[src/rtl/bcrypt_core_port_pkg.sv]
// Shared definitions for the bcrypt core port: command/status codes,
// default geometry, FSM state encoding and a command-validity helper.
package bcrypt_core_port_pkg;

  // Commands driven by the arbiter on start
  localparam logic [31:0] CMD_IDLE    = 32'd0;
  localparam logic [31:0] CMD_LOAD    = 32'd1;
  localparam logic [31:0] CMD_COMPUTE = 32'd2;
  localparam logic [31:0] CMD_STORE   = 32'd3;

  // Status codes reported back on done
  localparam logic [31:0] ST_IDLE     = 32'd0;
  localparam logic [31:0] ST_LOADED   = 32'd1;
  localparam logic [31:0] ST_COMPUTED = 32'd2;
  localparam logic [31:0] ST_STORED   = 32'hFF;

  // Default geometry of the shared BRAM layout
  localparam logic [31:0] DEF_CORE_STRIDE = 32'd136;
  localparam logic [31:0] DEF_OFFSET      = 32'd4260;
  localparam int          DEF_LOAD_WORDS  = 32;
  localparam int          DEF_STORE_WORDS = 6;
  localparam int          DEF_READ_LAT    = 2;

  // Buffer address widths and word counter width (covers 0..64)
  localparam int LD_AW  = 6;
  localparam int RES_AW = 4;
  localparam int CNT_W  = 7;

  typedef enum logic [2:0] {
    S_IDLE,
    S_LOAD,
    S_LDRAIN,
    S_COMPUTE,
    S_STORE,
    S_SETTLE,
    S_HOLD
  } state_t;

  // Only load/compute/store start work; every other code is ignored
  function automatic logic is_work_cmd(input logic [31:0] code);
    return (code == CMD_LOAD) || (code == CMD_COMPUTE) || (code == CMD_STORE);
  endfunction

endpackage

[src/rtl/bcrypt_word_buf.sv]
// Small register file: one synchronous write port, one asynchronous read
// port. Reads outside DEPTH return zero; writes outside DEPTH are dropped.
module bcrypt_word_buf #(
  parameter int DEPTH = 32,
  parameter int AW    = 6
) (
  input  logic          clk,
  input  logic          we,
  input  logic [AW-1:0] waddr,
  input  logic [31:0]   wdata,
  input  logic [AW-1:0] raddr,
  output logic [31:0]   rdata
);

  logic [31:0] mem [2**AW];

  // Write port; a same-cycle read of the written entry still sees old data
  // NOTE: storage is deliberately not reset; only control state needs a known value.
  always_ff @(posedge clk) begin
    if (we && (32'(waddr) < 32'(DEPTH))) begin
      mem[waddr] <= wdata;
    end
  end

  // Asynchronous read port
  always_comb begin
    rdata = (32'(raddr) < 32'(DEPTH)) ? mem[raddr] : 32'd0;
  end

endmodule

[src/rtl/bcrypt_core_port.sv]
// Per-core responder to the arbiter's start/done handshake. Loads input
// words from BRAM, kicks the compute engine, and writes results back.
module bcrypt_core_port
  import bcrypt_core_port_pkg::*;
#(
  parameter logic [31:0] CORE_STRIDE = DEF_CORE_STRIDE,
  parameter int          LOAD_WORDS  = DEF_LOAD_WORDS,
  parameter int          STORE_WORDS = DEF_STORE_WORDS,
  parameter logic [31:0] OFFSET      = DEF_OFFSET,
  parameter int          READ_LAT    = DEF_READ_LAT
) (
  input  logic              clk,
  input  logic              rst,
  input  logic [7:0]        core_id,
  input  logic [31:0]       start,
  output logic [31:0]       done,
  output logic [3:0]        WE_A,
  output logic [31:0]       Addr_A,
  output logic [31:0]       WrData_A,
  input  logic [31:0]       RdData_A,
  output logic              cmp_start,
  input  logic              cmp_done,
  input  logic [LD_AW-1:0]  ld_raddr,
  output logic [31:0]       ld_rdata,
  input  logic              res_we,
  input  logic [RES_AW-1:0] res_waddr,
  input  logic [31:0]       res_wdata
);

  state_t             state_q, state_d;
  logic [CNT_W-1:0]   cnt_q, cnt_d;
  logic [31:0]        last_cmd_q, last_cmd_d;
  logic [31:0]        done_d, addr_d, wdata_d;
  logic [3:0]         we_d;
  logic               cmp_start_d;

  // Read-issue tag travelling alongside the BRAM read latency
  logic               issue_v;
  logic [LD_AW-1:0]   issue_idx;
  logic [READ_LAT:0]  pipe_v;
  logic [LD_AW-1:0]   pipe_idx [READ_LAT+1];

  logic [31:0]        res_rdata;
  logic [31:0]        load_base, store_base;

  assign load_base  = 32'(core_id) * CORE_STRIDE;
  assign store_base = OFFSET + 32'(core_id) * 32'(4 * STORE_WORDS);

  // Next-state and next-output decode; bus outputs are registered
  // NOTE: every output gets a default first, so no path can infer a latch.
  always_comb begin
    state_d     = state_q;
    cnt_d       = cnt_q;
    last_cmd_d  = last_cmd_q;
    done_d      = done;
    we_d        = 4'h0;
    addr_d      = 32'd0;
    wdata_d     = 32'd0;
    cmp_start_d = 1'b0;
    issue_v     = 1'b0;
    issue_idx   = '0;

    case (state_q)
      S_IDLE, S_HOLD: begin
        if ((state_q == S_HOLD) && (start == CMD_IDLE)) begin
          state_d    = S_IDLE;
          done_d     = ST_IDLE;
          last_cmd_d = CMD_IDLE;
        end else if ((start != last_cmd_q) && is_work_cmd(start)) begin
          last_cmd_d = start;
          done_d     = ST_IDLE;
          cnt_d      = '0;
          if (start == CMD_LOAD) begin
            state_d = S_LOAD;
          end else if (start == CMD_COMPUTE) begin
            state_d     = S_COMPUTE;
            cmp_start_d = 1'b1;
          end else begin
            state_d = S_STORE;
          end
        end
      end

      S_LOAD: begin
        if (cnt_q == CNT_W'(LOAD_WORDS)) begin
          state_d = S_LDRAIN;
          cnt_d   = '0;
        end else begin
          addr_d    = load_base + 32'({cnt_q, 2'b00});
          issue_v   = 1'b1;
          issue_idx = cnt_q[LD_AW-1:0];
          cnt_d     = cnt_q + 1'b1;
        end
      end

      // Last read is still in flight for READ_LAT cycles
      S_LDRAIN: begin
        if (cnt_q == CNT_W'(READ_LAT - 1)) begin
          done_d  = ST_LOADED;
          state_d = S_HOLD;
        end else begin
          cnt_d = cnt_q + 1'b1;
        end
      end

      S_COMPUTE: begin
        if (cmp_done) begin
          done_d  = ST_COMPUTED;
          state_d = S_HOLD;
        end
      end

      S_STORE: begin
        if (cnt_q == CNT_W'(STORE_WORDS)) begin
          state_d = S_SETTLE;
        end else begin
          we_d    = 4'hF;
          addr_d  = store_base + 32'({cnt_q, 2'b00});
          wdata_d = res_rdata;
          cnt_d   = cnt_q + 1'b1;
        end
      end

      S_SETTLE: begin
        done_d  = ST_STORED;
        state_d = S_HOLD;
      end

      default: state_d = S_IDLE;
    endcase
  end

  // State, handshake and bus output registers
  // NOTE: sequential state uses <= so every register samples pre-edge values.
  always_ff @(posedge clk) begin
    if (rst) begin
      state_q    <= S_IDLE;
      cnt_q      <= '0;
      last_cmd_q <= CMD_IDLE;
      done       <= ST_IDLE;
      WE_A       <= 4'h0;
      Addr_A     <= 32'd0;
      WrData_A   <= 32'd0;
      cmp_start  <= 1'b0;
    end else begin
      state_q    <= state_d;
      cnt_q      <= cnt_d;
      last_cmd_q <= last_cmd_d;
      done       <= done_d;
      WE_A       <= we_d;
      Addr_A     <= addr_d;
      WrData_A   <= wdata_d;
      cmp_start  <= cmp_start_d;
    end
  end

  // Valid bits of the read delay line; reset kills reads already in flight
  always_ff @(posedge clk) begin
    if (rst) begin
      pipe_v <= '0;
    end else begin
      pipe_v <= {pipe_v[READ_LAT-1:0], issue_v};
    end
  end

  // Buffer index carried next to each valid bit
  always_ff @(posedge clk) begin
    pipe_idx[0] <= issue_idx;
    for (int i = 1; i <= READ_LAT; i++) begin
      pipe_idx[i] <= pipe_idx[i-1];
    end
  end

  bcrypt_word_buf #(
    .DEPTH (LOAD_WORDS),
    .AW    (LD_AW)
  ) u_load_buf (
    .clk   (clk),
    .we    (pipe_v[READ_LAT]),
    .waddr (pipe_idx[READ_LAT]),
    .wdata (RdData_A),
    .raddr (ld_raddr),
    .rdata (ld_rdata)
  );

  bcrypt_word_buf #(
    .DEPTH (STORE_WORDS),
    .AW    (RES_AW)
  ) u_res_buf (
    .clk   (clk),
    .we    (res_we),
    .waddr (res_waddr),
    .wdata (res_wdata),
    .raddr (cnt_q[RES_AW-1:0]),
    .rdata (res_rdata)
  );

endmodule
[config.mk]
export PLATFORM = sky130hd
export DESIGN_NAME = bcrypt_core_port
export DESIGN_NICKNAME = d
export VERILOG_FILES = /design/src/rtl/bcrypt_core_port_pkg.sv /design/src/rtl/bcrypt_word_buf.sv /design/src/rtl/bcrypt_core_port.sv
export SDC_FILE = /design/constraint.sdc
export NUM_CORES = 1
export LEC_CHECK = 0
export CORE_UTILIZATION = 45
export DETAILED_ROUTE_END_ITERATION = 10
export PLACE_DENSITY = 0.65
export RECOVER_POWER = 50
export SYNTH_ARGS = -nofsm -noshare
export SYNTH_HDL_FRONTEND = slang
export SYNTH_SLANG_ARGS = --single-unit
[constraint.sdc]
create_clock -name clk -period 6.1 [get_ports clk]
set_clock_uncertainty 0.1 [all_clocks]
set_input_delay 0.915 -clock clk [delete_from_list [all_inputs] [get_ports clk]]
set_output_delay 0.915 -clock clk [all_outputs]
set_load 0.01 [all_outputs]
Yosys cells after proc, flatten, opt, wreduce, memory -nomap -nowiden
Memory sizes are Yosys's and may differ from the RTL's. A register that Yosys moved wholly into a read port is not among the register bits.
Cells that the tools add are included.
{"block": "op_classes", "n_addsub": 4, "multipliers": 2, "order_cmp": 4, "n_eq_ne": 22, "mux": 35, "bitwise": 5, "reduce_logical": 20}
{"cell": "$mux W32", "count": 7}
{"cell": "$pmux W32 S4", "count": 1}
{"cell": "$eq A32 B2 Y1 const B", "count": 2}
{"cell": "$mux W7", "count": 5}
{"cell": "$pmux W17 S2", "count": 1}
{"cell": "$eq A32 B1 Y1 const B", "count": 1}
{"cell": "$logic_not A32 Y1", "count": 1}
{"cell": "$ne A32 B32 Y1", "count": 1}
{"cell": "$pmux W7 S4", "count": 1}
{"cell": "$mux W3", "count": 8}
{"cell": "$pmux W3 S6", "count": 1}
{"cell": "$add A16 B9 Y17", "count": 1}
{"cell": "$mux W17", "count": 1}
{"cell": "$ne A2 B2 Y1 const B", "count": 8}
{"cell": "$add A14 B9 Y15", "count": 1}
{"cell": "$mux W15", "count": 1}
{"cell": "$add A13 B13 Y14 const A", "count": 1}
{"cell": "$mul A8 B5 Y13 const B", "count": 1}
{"cell": "$lt A6 B6 Y1 const B", "count": 2}
{"cell": "$mux W6", "count": 2}
{"cell": "$mul A8 B2 Y10 const B", "count": 1}
{"cell": "$reduce_and A5 Y1", "count": 2}
{"cell": "$eq A3 B3 Y1 const B", "count": 3}
{"cell": "$lt A4 B3 Y1 const B", "count": 2}
{"cell": "other kinds (20)", "count": 37}
{"block": "totals", "regBits": 114, "ram_bits": 2578, "inputBits": 118, "output_inout_bits": 133, "wordCells": 104, "mem_count": 3}
{"memory": "u_load_buf.mem", "words": 64, "width": 32, "rd": 1, "rd_clocked_by_memory_dff": 0, "wr": 1, "line_no": "bcrypt_word_buf.sv:15", "source": "logic [31:0] mem [2**AW];"}
{"memory": "u_res_buf.mem", "words": 16, "width": 32, "rd": 1, "rd_clocked_by_memory_dff": 1, "wr": 1, "line_no": "bcrypt_word_buf.sv:15"}
{"memory": "pipe_idx", "words": 3, "width": 6, "rd": 3, "rd_clocked_by_memory_dff": 0, "wr": 3, "line_no": "bcrypt_core_port.sv:41", "source": "logic [LD_AW-1:0] pipe_idx [READ_LAT+1];"}

Depth between registers and ports, before layout
{"block": "depth", "word_depth": 7, "ltp_mapped": 15, "ltp_nobuf": 15}

Hierarchy
From an unflattened synthesis, not the netlist that was laid out.
{"block": "hier_totals", "hier_cells": 2705, "area_unflattened_um2": 52417.8}
{"module": "bcrypt_word_buf (u_load_buf)", "n_inst": 1, "cells_per_inst": 1708, "area_each_um2": 39283.9, "seq_area_each_um2": 30749.5}
{"module": "bcrypt_word_buf (u_res_buf)", "n_inst": 1, "cells_per_inst": 388, "area_each_um2": 7378.3, "seq_area_each_um2": 5765.5}
{"module": "bcrypt_core_port", "n_inst": 1, "cells_per_inst": 609, "area_each_um2": 5755.5, "seq_area_each_um2": 2302.2}

Least setup slack after synthesis
No wires, ideal clock.
{"block": "synth_timing", "kind": "input port to flip-flop", "from": "input res_waddr[3]", "to": "memory u_res_buf.mem[0][0], enable pin", "setup_ns": 0.461, "arrival_time_ns": 3.602, "required_ns": 5.539, "slack_ns": 1.936, "cell_stages": 2, "path_buffers": 0, "path_cell_list": "or3b_2 -> nor3_1"}
{"block": "synth_between", "elab_chain_len": 4}
{"element": "from (decl)", "line_no": "bcrypt_core_port.sv:26", "source": "input logic [RES_AW-1:0] res_waddr,"}
{"element": "$lt A4 B3 Y1", "line_no": "bcrypt_word_buf.sv:20", "source": "if (we && (32'(waddr) < 32'(DEPTH))) begin"}
{"element": "$logic_and A1 B1 Y1", "line_no": "bcrypt_word_buf.sv:20"}
{"element": "$mux W1", "line_no": "bcrypt_word_buf.sv:20"}
{"element": "$mux W1 (not written as such)", "line_no": "bcrypt_word_buf.sv:21", "source": "mem[waddr] <= wdata;"}
{"element": "to (decl)", "line_no": "bcrypt_word_buf.sv:15"}
Several ways; a longest one is shown, not always the timed one.

Worst setup path in the final report
{"block": "layout_timing", "from": "input ld_raddr[1]", "to": "output ld_rdata[13]"}
{"block": "layout_between", "elab_chain_len": 2, "word_cells_on_any_way": 3, "cone_classes": "order compare: 1; mux: 1; memory: 1"}
{"element": "from (decl)", "line_no": "bcrypt_core_port.sv:23", "source": "input logic [LD_AW-1:0] ld_raddr,"}
{"element": "$mem_v2 Z64 W32 / $lt A6 B6 Y1 (equally long branches)"}
{"element": "$mux W32 (*)", "line_no": "bcrypt_word_buf.sv:27", "source": "rdata = (32'(raddr) < 32'(DEPTH)) ? mem[raddr] : 32'd0;"}
{"element": "to (decl)", "line_no": "bcrypt_core_port.sv:24", "source": "output logic [31:0] ld_rdata,"}
Every way passes the cells marked *; elsewhere a longest branch is shown, timed or not.

==> tab_implementation.tex <==
\begin{tabular}{lr}
\hline
Metric & Value \\
\hline
\multicolumn{2}{l}{\textbf{Global route}} \\
\quad Antenna violations before repair & 16 \\
\quad Via count of the first global-routing pass & about 27,000 \\
\quad First-pass GRT wire length & 179,000 µm \\
\quad Total track usage & between 20\% and 30\% \\
\quad Pin count of the biggest net entering global routing & 71 \\
\quad Total gr overflow & 0 \\
\multicolumn{2}{l}{\textbf{CTS}} \\
\quad Post CTS Setup Buffer Count & 0 \\
\quad Number of buffers created by CTS & roughly 140 \\
\quad Clock buffer depth & 3 \\
\quad Number of resized instances in the post-cts repair step & 0 \\
\quad CTS H-Tree Depth & 4 \\
\quad TritonCTS clock tree & yes \\
\quad Num Clock Sinks & between 1,000 and 1,500 \\
\quad Clock transition at the registers of the reported paths & 60 ps \\
\quad Root Driver & sky130\_fd\_sc\_hd\_\_clkbuf\_16 \\
\quad Clk\_lat worst skew & between 700 and 800 ps \\
\quad CTS Hold Buffers Added & 0 \\
\multicolumn{2}{l}{\textbf{Placement}} \\
\quad Total half-perimeter wirelength after legalization and detailed placement & $\sim$67,000 µm \\
\quad Post-detailed-placement cell area & roughly 0.056 mm² \\
\quad Port Buf Inserts & $\sim$210 \\
\quad Placer's final routability congestion estimate & around 0.8 \\
\multicolumn{2}{l}{\textbf{Floorplan}} \\
\quad X dimension of the die & around 340 µm \\
\quad IO Pins & between 200 and 300 \\
\quad Die extent in y & between 300 and 400 µm \\
\quad Std-Cell Rows & about 120 \\
\quad Floorplan die area & 0.116 mm² \\
\quad Core area & between 0.1 and 0.15 mm² \\
\quad Initial standard-cell utilization of the core & between 40\% and 50\% \\
\multicolumn{2}{l}{\textbf{Critical path}} \\
\quad Beginning of the critical path & ld\_raddr[1] \\
\quad RR Startpoint & cnt\_q[0]\$\_SDFFE\_PP0P\_ \\
\quad Largest fanout on the critical path & 64 \\
\quad Nature of the critical path startpoint & input port \\
\quad Critical path capture point & ld\_rdata[13] \\
\quad Register-to-Register Path Depth & 11 \\
\quad Required time reported for the critical path endpoint & approximately 5100 ps \\
\quad Kind of capture point of the worst setup path & primary output \\
\quad Worst EP arrival & between 3000 and 4000 ps \\
\quad Critical path start-end classification & input port to primary output \\
\quad R2R Setup Slk & around 2500 ps \\
\quad Capture point of the worst reg-to-reg path & WrData\_A[16]\$\_SDFF\_PP0\_ \\
\multicolumn{2}{l}{\textbf{Final layout}} \\
\quad Finished Cell Area & 0.0601 mm² \\
\quad Filler cells & a little under 9,000 \\
\quad Area delta synth->final & 16.3\% \\
\quad Share of layout cells above drive strength 1 & between 20\% and 30\% \\
\quad Final core utilization & a little over half \\
\quad Area taken by flip-flops and latches & just under 0.04 mm² \\
\quad Fin nets & 3,056 \\
\quad Multi-input gate area & 0.0121 mm² \\
\multicolumn{2}{l}{\textbf{Pwr}} \\
\quad Leakage power figure & 19.2 nW \\
\quad Worst IR drop on VDD & 258 µV \\
\quad Post-route total power & between 0.015 and 0.02 W \\
\quad Total power divided by cell area & $\sim$320 mW/mm² \\
\multicolumn{2}{l}{\textbf{Route}} \\
\quad Initial DRC count & 2,697 \\
\quad Routed Wire Length & roughly 120,000 µm \\
\quad Via Count & 26,156 \\
\quad Number of routed nets with antenna violations & 0 \\
\quad Number of search-and-repair iterations in the first detailed-routing pass & 5 \\
\quad Number of design rule violations left after detail routing & 0 \\
\quad Routed WL per cell & around 27 µm \\
\quad Per-cell via count in the routed design & roughly 5.8 \\
\multicolumn{2}{l}{\textbf{Logic synthesis}} \\
\quad Async S/R FF share, synth & 0\% \\
\quad Distinct cells, synth & 66 \\
\quad Synthesized area divided by synthesized cell count & $\sim$20 µm² \\
\quad EDFF count, synth & about 1,200 \\
\quad Post-synth top flop & sky130\_fd\_sc\_hd\_\_edfxtp\_1 \\
\quad Post-Synthesis Cells & around 2,600 \\
\quad Synthesized cell area & around 0.052 mm² \\
\quad Share of the yosys chip area belonging to registers & 75.1\% \\
\quad Count of warnings emitted by yosys & 0 \\
\quad Register bit count reported by yosys & roughly 1,300 \\
\multicolumn{2}{l}{\textbf{STA}} \\
\quad Least-Margin Pin Slew & about 2400 ps \\
\quad Worst-case hold slack & around 230 ps \\
\quad Post-route setup TNS & 0 ps \\
\quad Fin crit share & 79.4\% \\
\quad Endpoints failing setup & 0 \\
\quad Unrepaired setup endpoints after global routing & no \\
\quad Highest clock frequency the design can meet & approximately 210 MHz \\
\quad Number of pins exceeding their max-slew limit in the final report & between 60 and 70 \\
\quad Final-report hold violation count & 0 \\
\quad Post-route minimum period & approximately 4800 ps \\
\quad Slew margin rel. & -60.5\% \\
\multicolumn{2}{l}{\textbf{Hold path}} \\
\quad Type of the most critical hold path & register to register \\
\quad Hold\_sp & pipe\_idx[0][10]\$\_DFF\_P\_ \\
\multicolumn{2}{l}{\textbf{Run status}} \\
\quad Outcome & finished with violations \\
\quad Violations in the final reports & max-capacitance violations, max-slew violations \\
\multicolumn{2}{l}{\textbf{Flow run}} \\
\quad Maxcap violations & 2 \\
\hline
\end{tabular}
## synth_stat cells, types with 13 or more instances
library cell               count  share of area, %
sky130_fd_sc_hd__edfxtp_1   1216                71
sky130_fd_sc_hd__mux4_2      320                14
sky130_fd_sc_hd__nor2_1      228               1.7
sky130_fd_sc_hd__dfxtp_1     115               4.5
sky130_fd_sc_hd__clkbuf_1     78              0.57
sky130_fd_sc_hd__o22ai_1      66              0.80
sky130_fd_sc_hd__a21oi_1      55              0.53
sky130_fd_sc_hd__nor3_1       52              0.50
sky130_fd_sc_hd__xnor2_1      52              0.88
sky130_fd_sc_hd__buf_4        50              0.73
sky130_fd_sc_hd__ha_1         39              0.94
sky130_fd_sc_hd__nand2_1      35              0.25
sky130_fd_sc_hd__mux2i_1      33              0.64
sky130_fd_sc_hd__and2_1       31              0.38
sky130_fd_sc_hd__buf_1        29              0.21
sky130_fd_sc_hd__inv_1        28              0.20
sky130_fd_sc_hd__o21ai_0      14              0.14
sky130_fd_sc_hd__nand4_1      13              0.16
## how the worst min path moves through the flow
stage / to / slack, ps / depth (start not counted)
finish: pipe_idx[0][16]$_DFF_P_ / 230 / 0
floorplan: pipe_idx[0][10]$_DFF_P_ / 210 / 0
global placement: pipe_idx[0][6]$_DFF_P_ / 220 / 0
detailed placement: pipe_idx[0][16]$_DFF_P_ / 210 / 0
global route: pipe_idx[0][17]$_DFF_P_ / 230 / 0
CTS: pipe_idx[0][17]$_DFF_P_ / 230 / 0
## layout by cell type (no fill, tap or decap), drive strengths merged, types with 39 or more instances in the layout
master and n:
dlygate4sd3 66, nor3 52, clkinv 46, nor2 228, dfxtp 115, a21oi 56
inv 40, conb 42, clkdlybuf4s50 137, clkbuf 173, edfxtp 1216, ha 39
o22ai 66, xnor2 52, buf 73, mux4 320
## kinds of logic after synthesis
family | after synthesis | share of synthesized area [%]
AOI/OAI and AO/OA | 193 | 2.40
xor gates and xnor gates | 57 | 0.966
adders and majority gates | 44 | 1.12
buffers and inverters | 206 | 2.02
DFF | 1331 | 75.1
muxes | 353 | 14.6
other | 1 | 0.00726
and+or+nand+nor | 425 | 3.75
## state kept, by name, summed over array words and instances (netlist names), 7 cells and up
name and flops:
Addr_A 15, pipe_idx 18, u_res_buf.mem 192, last_cmd_q 32
cnt_q 7, WrData_A 32, u_load_buf.mem 1024
## power breakdown
part / leakage (nW) / switching, W / internal [W]
logic: 5.15 / 0.000520 / 0.000442
registers: 11.9 / 0.0000135 / 0.00998
clock network: 2.15 / 0.00349 / 0.00469
## per-stage QoR
step           cells  worst slack (ps)
2_1_floorplan   2651              1940
3_3_place_gp    4255              1250
3_5_place_dp    4255              1240
4_1_cts         4497              1230
5_1_grt         4498              1100
6_report        4500              1250
## routing by layer
layer	share of wire [%]	GRT usage (%)
met5	0.10	0
met4	2.0	5.68
met3	7.5	4.44
met2	50	35.6
met1	40	28.2
## final cells by class
type | instances | area share, %
flip-flops and latches | 1331 | 64.6
multi-input cells | 1114 | 20.2
clock buffers | 170 | 6.24
repair buffers | 279 | 4.52
well taps | 1500 | 3.12
clock inverters | 72 | 1.11
inverters | 31 | 0.194
diodes | 3 | 0.0125
## critical path, cell delays in order
cell,delay [ps]
sky130_fd_sc_hd__buf_8,440
sky130_fd_sc_hd__buf_4,540
sky130_fd_sc_hd__mux4_2,380
sky130_fd_sc_hd__mux4_2,500
sky130_fd_sc_hd__mux2i_1,300
sky130_fd_sc_hd__nor2_1,110
sky130_fd_sc_hd__clkdlybuf4s50_1,510
Power figures use the tool's default switching activity.
